`src/rtl/rst_seq_pkg.sv`:
```
// Shared types and legal-range constants for the rst_seq reset sequencer.
// Used by rst_seq and rst_sync.
package rst_seq_pkg;

  localparam int unsigned N_STAGES_MAX    = 8;
  localparam int unsigned SYNC_STAGES_MIN = 2;
  localparam int unsigned STAGE_IDX_W     = $clog2(N_STAGES_MAX);

  typedef enum logic [1:0] {
    ST_RST   = 2'd0,
    ST_HOLD  = 2'd1,
    ST_STAGE = 2'd2,
    ST_DONE  = 2'd3
  } state_t;

  function automatic int unsigned max_u(input int unsigned a, input int unsigned b);
    return (a > b) ? a : b;
  endfunction

endpackage : rst_seq_pkg

```
`src/rtl/rst_sync.sv`:
```
// Reset synchronizer: asynchronous assert, synchronous deassert through
// SYNC_STAGES flops. o_release_c flags the edge on which o_rst_n goes high.
module rst_sync
  import rst_seq_pkg::*;
#(
  parameter int unsigned SYNC_STAGES = 2
) (
  input  logic i_clk,
  input  logic i_async_rst_n,
  output logic o_rst_n,
  output logic o_release_c
);

  if (SYNC_STAGES < SYNC_STAGES_MIN) begin : g_bad_sync_stages
    $fatal(1, "rst_sync: SYNC_STAGES must be >= %0d", SYNC_STAGES_MIN);
  end

  logic [SYNC_STAGES-1:0] r_sync;

  always_ff @(posedge i_clk or negedge i_async_rst_n) begin
    if (!i_async_rst_n) begin
      r_sync <= '0;
    end else begin
      r_sync <= {r_sync[SYNC_STAGES-2:0], 1'b1};
    end
  end

  assign o_rst_n = r_sync[SYNC_STAGES-1];

  // High when the last flop is about to capture 1, so the sequencer can leave
  // reset on the same edge the synchronized release appears.
  assign o_release_c = r_sync[SYNC_STAGES-2] & ~r_sync[SYNC_STAGES-1];

endmodule : rst_sync

```
`src/rtl/rst_seq.sv`:
```
// Staged reset sequencer: synchronizes the async reset release, then frees
// o_sync_rst bits in ascending order. Optional soft reset: RST_SEQ_SOFT_RST_EN.
module rst_seq
  import rst_seq_pkg::*;
#(
  parameter int unsigned N_STAGES    = 2,
  parameter int unsigned HOLD_CYCLES = 2,
  parameter int unsigned STAGE_GAP   = 1,
  parameter int unsigned SYNC_STAGES = 2
) (
  input  logic                i_clk,
  input  logic                i_async_rst_n,
  input  logic                i_soft_rst_req,
  output logic [N_STAGES-1:0] o_sync_rst,
  output logic                o_rst_done
);

  if (N_STAGES < 1 || N_STAGES > N_STAGES_MAX) begin : g_bad_n_stages
    $fatal(1, "rst_seq: N_STAGES must be 1..%0d", N_STAGES_MAX);
  end
  if (HOLD_CYCLES < 1) begin : g_bad_hold
    $fatal(1, "rst_seq: HOLD_CYCLES must be >= 1");
  end
  if (STAGE_GAP < 1) begin : g_bad_gap
    $fatal(1, "rst_seq: STAGE_GAP must be >= 1");
  end
  if (SYNC_STAGES < SYNC_STAGES_MIN) begin : g_bad_sync
    $fatal(1, "rst_seq: SYNC_STAGES must be >= %0d", SYNC_STAGES_MIN);
  end

  localparam int unsigned CNT_W = $clog2(max_u(HOLD_CYCLES, STAGE_GAP) + 1);

  localparam logic [CNT_W-1:0]       HOLD_LOAD  = CNT_W'(HOLD_CYCLES - 1);
  localparam logic [CNT_W-1:0]       GAP_LOAD   = CNT_W'(STAGE_GAP - 1);
  localparam logic [STAGE_IDX_W-1:0] LAST_STAGE = STAGE_IDX_W'(N_STAGES - 1);

  logic                   w_sync_rst_n;
  logic                   w_release_c;
  state_t                 r_state;
  logic [CNT_W-1:0]       r_cnt;
  logic [STAGE_IDX_W-1:0] r_stage;
  logic [N_STAGES-1:0]    r_sync_rst;
  logic                   r_rst_done;

  rst_sync #(
    .SYNC_STAGES (SYNC_STAGES)
  ) u_rst_sync (
    .i_clk         (i_clk),
    .i_async_rst_n (i_async_rst_n),
    .o_rst_n       (w_sync_rst_n),
    .o_release_c   (w_release_c)
  );

`ifndef RST_SEQ_SOFT_RST_EN
  logic w_unused_soft;
  assign w_unused_soft = i_soft_rst_req;
`endif

  // Sequencer: stages release by shifting a zero in from bit 0, which keeps
  // the release order strictly ascending and released bits low.
  always_ff @(posedge i_clk or negedge i_async_rst_n) begin
    if (!i_async_rst_n) begin
      r_state    <= ST_RST;
      r_cnt      <= '0;
      r_stage    <= '0;
      r_sync_rst <= '1;
      r_rst_done <= 1'b0;
    end else begin
      case (r_state)
        ST_RST: begin
          if (w_release_c || w_sync_rst_n) begin
            r_state <= ST_HOLD;
            r_cnt   <= HOLD_LOAD;
          end
        end

        ST_HOLD: begin
          if (r_cnt == '0) begin
            r_sync_rst <= r_sync_rst << 1;
            r_cnt      <= GAP_LOAD;
            r_stage    <= STAGE_IDX_W'(1);
            if (N_STAGES == 1) begin
              r_state    <= ST_DONE;
              r_rst_done <= 1'b1;
            end else begin
              r_state <= ST_STAGE;
            end
          end else begin
            r_cnt <= r_cnt - CNT_W'(1);
          end
        end

        ST_STAGE: begin
          if (r_cnt == '0) begin
            r_sync_rst <= r_sync_rst << 1;
            r_cnt      <= GAP_LOAD;
            r_stage    <= r_stage + STAGE_IDX_W'(1);
            if (r_stage == LAST_STAGE) begin
              r_state    <= ST_DONE;
              r_rst_done <= 1'b1;
            end
          end else begin
            r_cnt <= r_cnt - CNT_W'(1);
          end
        end

        ST_DONE: begin
`ifdef RST_SEQ_SOFT_RST_EN
          // Soft reset re-enters the hold phase directly; the synchronizer
          // is already released and stays that way.
          if (i_soft_rst_req) begin
            r_state    <= ST_HOLD;
            r_cnt      <= HOLD_LOAD;
            r_stage    <= '0;
            r_sync_rst <= '1;
            r_rst_done <= 1'b0;
          end
`else
          r_state <= ST_DONE;
`endif
        end

        default: begin
          r_state    <= ST_RST;
          r_cnt      <= '0;
          r_stage    <= '0;
          r_sync_rst <= '1;
          r_rst_done <= 1'b0;
        end
      endcase
    end
  end

  assign o_sync_rst = r_sync_rst;
  assign o_rst_done = r_rst_done;

endmodule : rst_seq

```
`config.mk`:
```
export PLATFORM = sky130hd
export DESIGN_NAME = rst_seq
export DESIGN_NICKNAME = d
export VERILOG_FILES = /design/src/rtl/rst_seq_pkg.sv /design/src/rtl/rst_sync.sv /design/src/rtl/rst_seq.sv
export SDC_FILE = /design/constraint.sdc
export NUM_CORES = 1
export LEC_CHECK = 0
export ABC_AREA = 1
export BUFFER_PORTS_ARGS = -buffer_cell sky130_fd_sc_hd__buf_2
export CORE_AREA = 10 10 47 49
export CTS_BUF_LIST = sky130_fd_sc_hd__clkbuf_4 sky130_fd_sc_hd__clkbuf_8
export DETAILED_ROUTE_END_ITERATION = 16
export DIE_AREA = 0 0 57 59
export MAX_ROUTING_LAYER = met4
export PLACE_DENSITY = 0.67
export SYNTH_ARGS = -nofsm -noshare
export SYNTH_HDL_FRONTEND = slang
export SYNTH_SLANG_ARGS = --single-unit
```
`constraint.sdc`:
```
create_clock -name i_clk -period 2.4 [get_ports i_clk]
set_input_delay 0.48 -clock i_clk [delete_from_list [all_inputs] [get_ports i_clk]]
set_output_delay 0.48 -clock i_clk [all_outputs]
set_load 0.01 [all_outputs]
```
==> Yosys cells after proc, flatten, opt, wreduce, memory -nomap -nowiden <==
Index checks and enable logic that the tools add are counted.
{ "totals": {"regBits": 12, "inputBits": 3, "output_inout_bits": 3, "elab_cells": 39} }
{ "classes": {"addsub": 2, "n_eq_ne": 8, "muxes": 10, "bitwise": 2, "n_reduce_logical": 11} }
{ "op_table": {"columns": ["op", "count"], "rows": [
  ["2-bit two-way mux", 5],
  ["2-bit inequality test (second input constant)", 4],
  ["2-bit one-hot mux with 4 select lines", 1],
  ["3-bit two-way mux", 2],
  ["3-bit one-hot mux with 2 select lines", 1],
  ["3-bit AND reduction", 2],
  ["2-bit equality test (second input constant)", 2],
  ["2-bit zero test", 2],
  ["2-bit one-hot mux with 2 select lines", 1],
  ["2-bit AND reduction", 2],
  ["4-bit AND reduction", 1],
  ["2-bit nonzero test", 2],
  ["3-bit by 1-bit adder with 3-bit output (second input constant)", 1],
  ["3-bit by 1-bit equality test with 1-bit output (second input constant)", 1],
  ["2-bit by 1-bit equality test with 1-bit output (second input constant)", 1],
  ["2-bit OR reduction", 1],
  ["2-bit by 1-bit subtractor with 2-bit output (second input constant)", 1],
  ["1-bit bitwise AND", 1],
  ["1-bit logical OR", 1],
  ["1-bit NOT", 1]
]} }

==> Logic depth before layout (Yosys ltp) <==
{ "logic_depth": {"ltp_word": 5, "ltp_mapped": 9, "depth_no_buf": 9} }

==> Cells and area by module <==
Synthesis repeated with hierarchy kept, for this count alone.
{ "hier_totals": {"hier_cells": 80, "area_unflattened_um2": 669.4} }
{ "modules_own_cells": {"columns": ["mod", "instances", "cells_each", "area_each_um2", "seq_area_each_um2"], "rows": [
  ["rst_seq", 1, 75, 605.6, 252.7],
  ["rst_sync", 1, 5, 63.8, 50.0]
]} }

==> Worst setup path after synthesis <==
No wires, ideal clock.
{ "synth_timing": {"kind": "register -> register", "start": "register r_state[0]", "end": "register r_cnt[0]", "setup_time_ns": 0.131, "arrival_ns": 1.099, "t_required_ns": 2.269, "path_slack_ns": 1.171, "path_stages_with_launch": 5, "n_path_buf": 0, "period_less_slack_ns": 1.229, "cell_sequence": "dfrtp_1 inv_1 ha_1 o22ai_1 o21ai_0"} }
{ "synth_between": {"elab_chain_cells": 4, "elab_cells_between_ends": 8, "classes_between": "eq/ne: 3; mux: 1; reduce/logical: 4"} }
{ "synth_lines": {"columns": ["element", "line", "text"], "rows": [
  ["start: declaration", "rst_seq.sv:39", "state_t r_state;"],
  ["start signal: assignment", "rst_seq.sv:63", "r_state <= ST_RST;"],
  ["start signal: assignment", "rst_seq.sv:72", "r_state <= ST_HOLD;"],
  ["start signal: assignment", "rst_seq.sv:83", "r_state <= ST_DONE;"],
  ["2-bit equality test / 2-bit by 1-bit equality test with 1-bit output (equally long branches)", "rst_seq.sv:69", "case (r_state)"],
  ["2-bit OR reduction (no source line)", null, null],
  ["2-bit nonzero test (no source line)", null, null],
  ["2-bit AND reduction (no source line)", null, null],
  ["end signal: assignment", "rst_seq.sv:89", "r_cnt <= r_cnt - CNT_W'(1);"],
  ["end signal: assignment", "rst_seq.sv:103", "r_cnt <= r_cnt - CNT_W'(1);"],
  ["end: declaration", "rst_seq.sv:40", "logic [CNT_W-1:0] r_cnt;"]
]} }
Parallel ways exist; a longest one is shown, timed or not.
A chain may end at the register's enable or synchronous reset.

==> Worst setup path in the final report <==
{ "layout_timing": {"start": "register r_sync_rst[0], in the netlist o_sync_rst[0]", "end": "output port o_sync_rst[0]"} }
{ "layout_lines": {"columns": ["element", "line", "text"], "rows": [
  ["start: declaration", "rst_seq.sv:42", "logic [N_STAGES-1:0] r_sync_rst;"],
  ["start signal: assignment", "rst_seq.sv:79", "r_sync_rst <= r_sync_rst << 1;"],
  ["start signal: assignment", "rst_seq.sv:95", "r_sync_rst <= r_sync_rst << 1;"],
  ["end: declaration", "rst_seq.sv:14", "output logic [N_STAGES-1:0] o_sync_rst,"]
]} }
No word-level cell between the ends.

==> results list <==
* Mapped Nets: 76
* Worst min path class: in2async
- For the worst setup path, the data required time is 1.92 ns.
* Share of the yosys chip area belonging to registers: between 40% and 50%
* Chip height: 59 um
- The die is 57 um wide.
- After layout, the minimum clock period comes to 1.413 ns.
* Sum of overflow across all layers after global routing: 0
- Counting every sink on the clock net gives 12.
* Biggest area consumer among synthesized cells: dfrtp_1
- In the final layout, the share of cells above drive strength 1 is between 20% and 30%.
- Each instance of the synthesized netlist takes up on average 9.244 um^2.
- After detailed placement, the design holds a cell count of 87.
* Drt total wl: between 900 and 1000 um
- Post-layout nets: 85
* Floorplan core area: between 1000 and 1500 um^2
- Number of antenna violations at the first check in global routing: 0
- Fin cells: 91
- Biggest area contributors in the synthesized netlist: dfrtp_1, ha_1, dfstp_2
- In this run the deepest clock path goes through 2 buffers.
* Synth-to-layout area growth: 12.32%
- Synthesized flop and latch total: 12
- Sort of element at the start of the critical path: register
- Routability congestion estimate from global placement: roughly 0.76
- After detailed routing, the number of remaining DRC violations is 0.
- Clock latency on the worst-skew pair, taken at its later pin, is between 0.2 and 0.3 ns.
- Maximum capacitance violations: 0
- Across all setup checks in the final design, the least slack found is approximately 1 ns.
- The die covers 3363 um^2.
- Initial standard-cell utilization of the core: 44.20%
- Setup Total Neg Slack: 0 ns
- For this block, the initial DRC count from the detailed router was 8.
- Detailed-route wire length per cell: 10.54 um
- At the end of the flow the core is filled with cells to 49.64%.
- Slowest-stage cell, CP: dfstp_2
- For this design the static power due to leakage is 0.3452 nW.
* Number of hold violations in the final report: 0
- The run finished with clean final reports.
* TritonCTS clock tree: done
- The commonest cells after synthesis are nand2_1, dfrtp_1, inv_1, ha_1, a21oi_1.
- The routed layout has 429 vias.
- In the synthesized netlist, the number of instances is between 60 and 70.
- Cells traversed along the worst timing path: buf_2
- Clock tree root driver cell: clkbuf_4
* Clock Skews: 0.003670 ns
- Number of synthesized flops with an enable pin: 0
* Cell Area, Synth: 619.3 um^2
- Post-CTS clock slew at the launch and capture registers of the worst setup and hold paths: 0.08 ns
* Detailed-routing iteration count for the pre-antenna-repair pass: 4
- CTS Hold Bufs: 0
- Async SR Flop Fraction: 100.0%
- The number of global-route vias before repair came to 425.
- The critical path is of the reg2out type.
- The worst setup path is captured at an output pin.
- Count leader, synth: nand2_1
- Unrepaired setup endpoints after global routing: no
* Yosys synthesis warning count: 0
- Post-detailed-route count of antenna-violating nets: 0
- Kind of cell adding the most delay to the critical path: flip-flops
* Via density per instance: 4.714
* Yosys top cell area share: 40.40%
* TritonCTS Buffers: 3
- Dominant register cell in the synthesized netlist: dfrtp_1
- Total routing resource utilization after global routing: 6.822%
- In this run the worst path has a maximum fanout of 2.
- Fin area: 695.7 um^2
* Final count of pins violating max slew: 0
- The number of buffers and inverters on the critical path is 1.
- Buffers added to address setup during post-CTS repair amount to 0.
* H-tree levels: 1
- I/O Pins: 6
- Site Rows: 14
- Delay of the slowest critical-path stage: 0.53 ns
* Max VDD drop: 0.5353 mV
* Post-CTS resize count: 0
- Total power per unit cell area: 1293 nW/um^2
* Number of endpoints failing setup at the final stage: 0
- First-pass GRT wire length: 1725 um
* Unique masters post-synth: 18
- Placed Area: 659.4 um^2
- Pre-CTS setup slack: 1.048 ns
- Summed over all nets, the half-perimeter wirelength after detailed placement is just over 700 um.
- Fraction of the cycle the final worst path needs: between 50% and 60%
- # port buffers: 4
* Largest net degree at the start of global routing: 13
- Highest clock frequency the design can meet: 707.8 MHz
* Ant. Diodes: 0
- Signal arrival time at the worst endpoint: 0.93 ns
layer usage:
metal / routed length [um] / global-route usage [%] / part of all wire [%] / vias to the layer above
met1: 474 / 6.716 / 49 / 189
met2: 385 / 10.08 / 40 / 8
li1: - / - / - / 228
met3: 61 / 2.361 / 6.4 / 4
met4: 37 / 7.047 / 3.9 / 0
met5: 0 / - / 0 / -
state kept, by name, summed over array words and instances (netlist names):
name	count
u_rst_sync.r_sync	2
r_cnt	2
r_state	2
r_stage	3
o_rst_done	1
o_sync_rst	2
path summary, 6_finish.rpt:
check | start | to | slack, ns | cells past startpoint
setup / recovery | o_sync_rst[0]$_DFFE_PN1P_ | o_sync_rst[0] | 0.99 | 1
hold / removal | i_async_rst_n | r_state[1]$_DFFE_PN0P_ | 0.06 | 1
setup reg to reg | r_state[0]$_DFFE_PN0P_ | r_cnt[1]$_DFFE_PN0P_ | 1.02 | 4
hold reg to reg | u_rst_sync.r_sync[0]$_DFF_PN0_ | u_rst_sync.r_sync[1]$_DFF_PN0_ | 0.41 | 0
max in group asynchronous | i_async_rst_n | o_sync_rst[1]$_DFFE_PN1P_ | 2.08 | 1
min in group i_clk | u_rst_sync.r_sync[0]$_DFF_PN0_ | u_rst_sync.r_sync[1]$_DFF_PN0_ | 0.41 | 0
power by group:
part	internal (mW)	leakage, nW	switching [mW]
Clock	0.0923	0.0210	0.0708
Sequential	0.277	0.139	0.0505
Combinational	0.161	0.185	0.247
Total	0.531	0.345	0.368
cell families (layout without fill, tap and decap cells):
kind of cell | Yosys count | count (layout) | synth area share (%)
AO/OA/AOI/OAI | 13 | 13 | 12.53
adder cells (fa/ha/maj) | 6 | 6 | 12.12
buffers and inverters | 11 | 19 | 6.667
flip-flops | 12 | 12 | 48.89
other | 1 | 1 | 0.6055
AND/OR/NAND/NOR | 24 | 24 | 19.19
worst register-to-register path, cell delays in order, from the launching register on:
cell	delay [ns]
dfrtp_1	0.37
inv_1	0.09
ha_1	0.38
o22ai_1	0.30
o21ai_0	0.13
final cells by class:
cell class	count	area, um^2
Clock buffer	4	36.28
Fill cell	132	705.7
Inverter	11	41.29
Multi-Input combinational cell	44	275.3
Sequential cell	12	302.8
Tap cell	16	20.02
Timing Repair Buffer	4	20.02
stage by stage:
step | hold WS, ns | power, mW
2_1_floorplan | 0.1844 | 0.6552
3_3_place_gp | 0.3729 | 0.7330
3_5_place_dp | 0.3704 | 0.7431
4_1_cts | 0.06593 | 0.9098
5_1_grt | 0.07361 | 0.9922
6_report | 0.05900 | 0.8992
layout by cell type, fill, tap and decap left out:
| cell type | n |
|---|---|
| nand2_1 | 14 |
| inv_1 | 10 |
| dfrtp_1 | 10 |
| ha_1 | 6 |
| a21oi_1 | 4 |
| buf_2 | 4 |
| nor2_4 | 3 |
| nor2_1 | 3 |
| nand3_1 | 3 |
| o21ai_0 | 3 |
| clkbuf_4 | 3 |
| o22ai_1 | 2 |
| dfstp_2 | 2 |
| nor2_2 | 1 |
| inv_2 | 1 |
| a31o_2 | 1 |
| a31oi_1 | 1 |
| o31ai_1 | 1 |
| a21boi_0 | 1 |
| clkbuf_8 | 1 |
| conb_1 | 1 |
(Power assumes the default switching activity.)
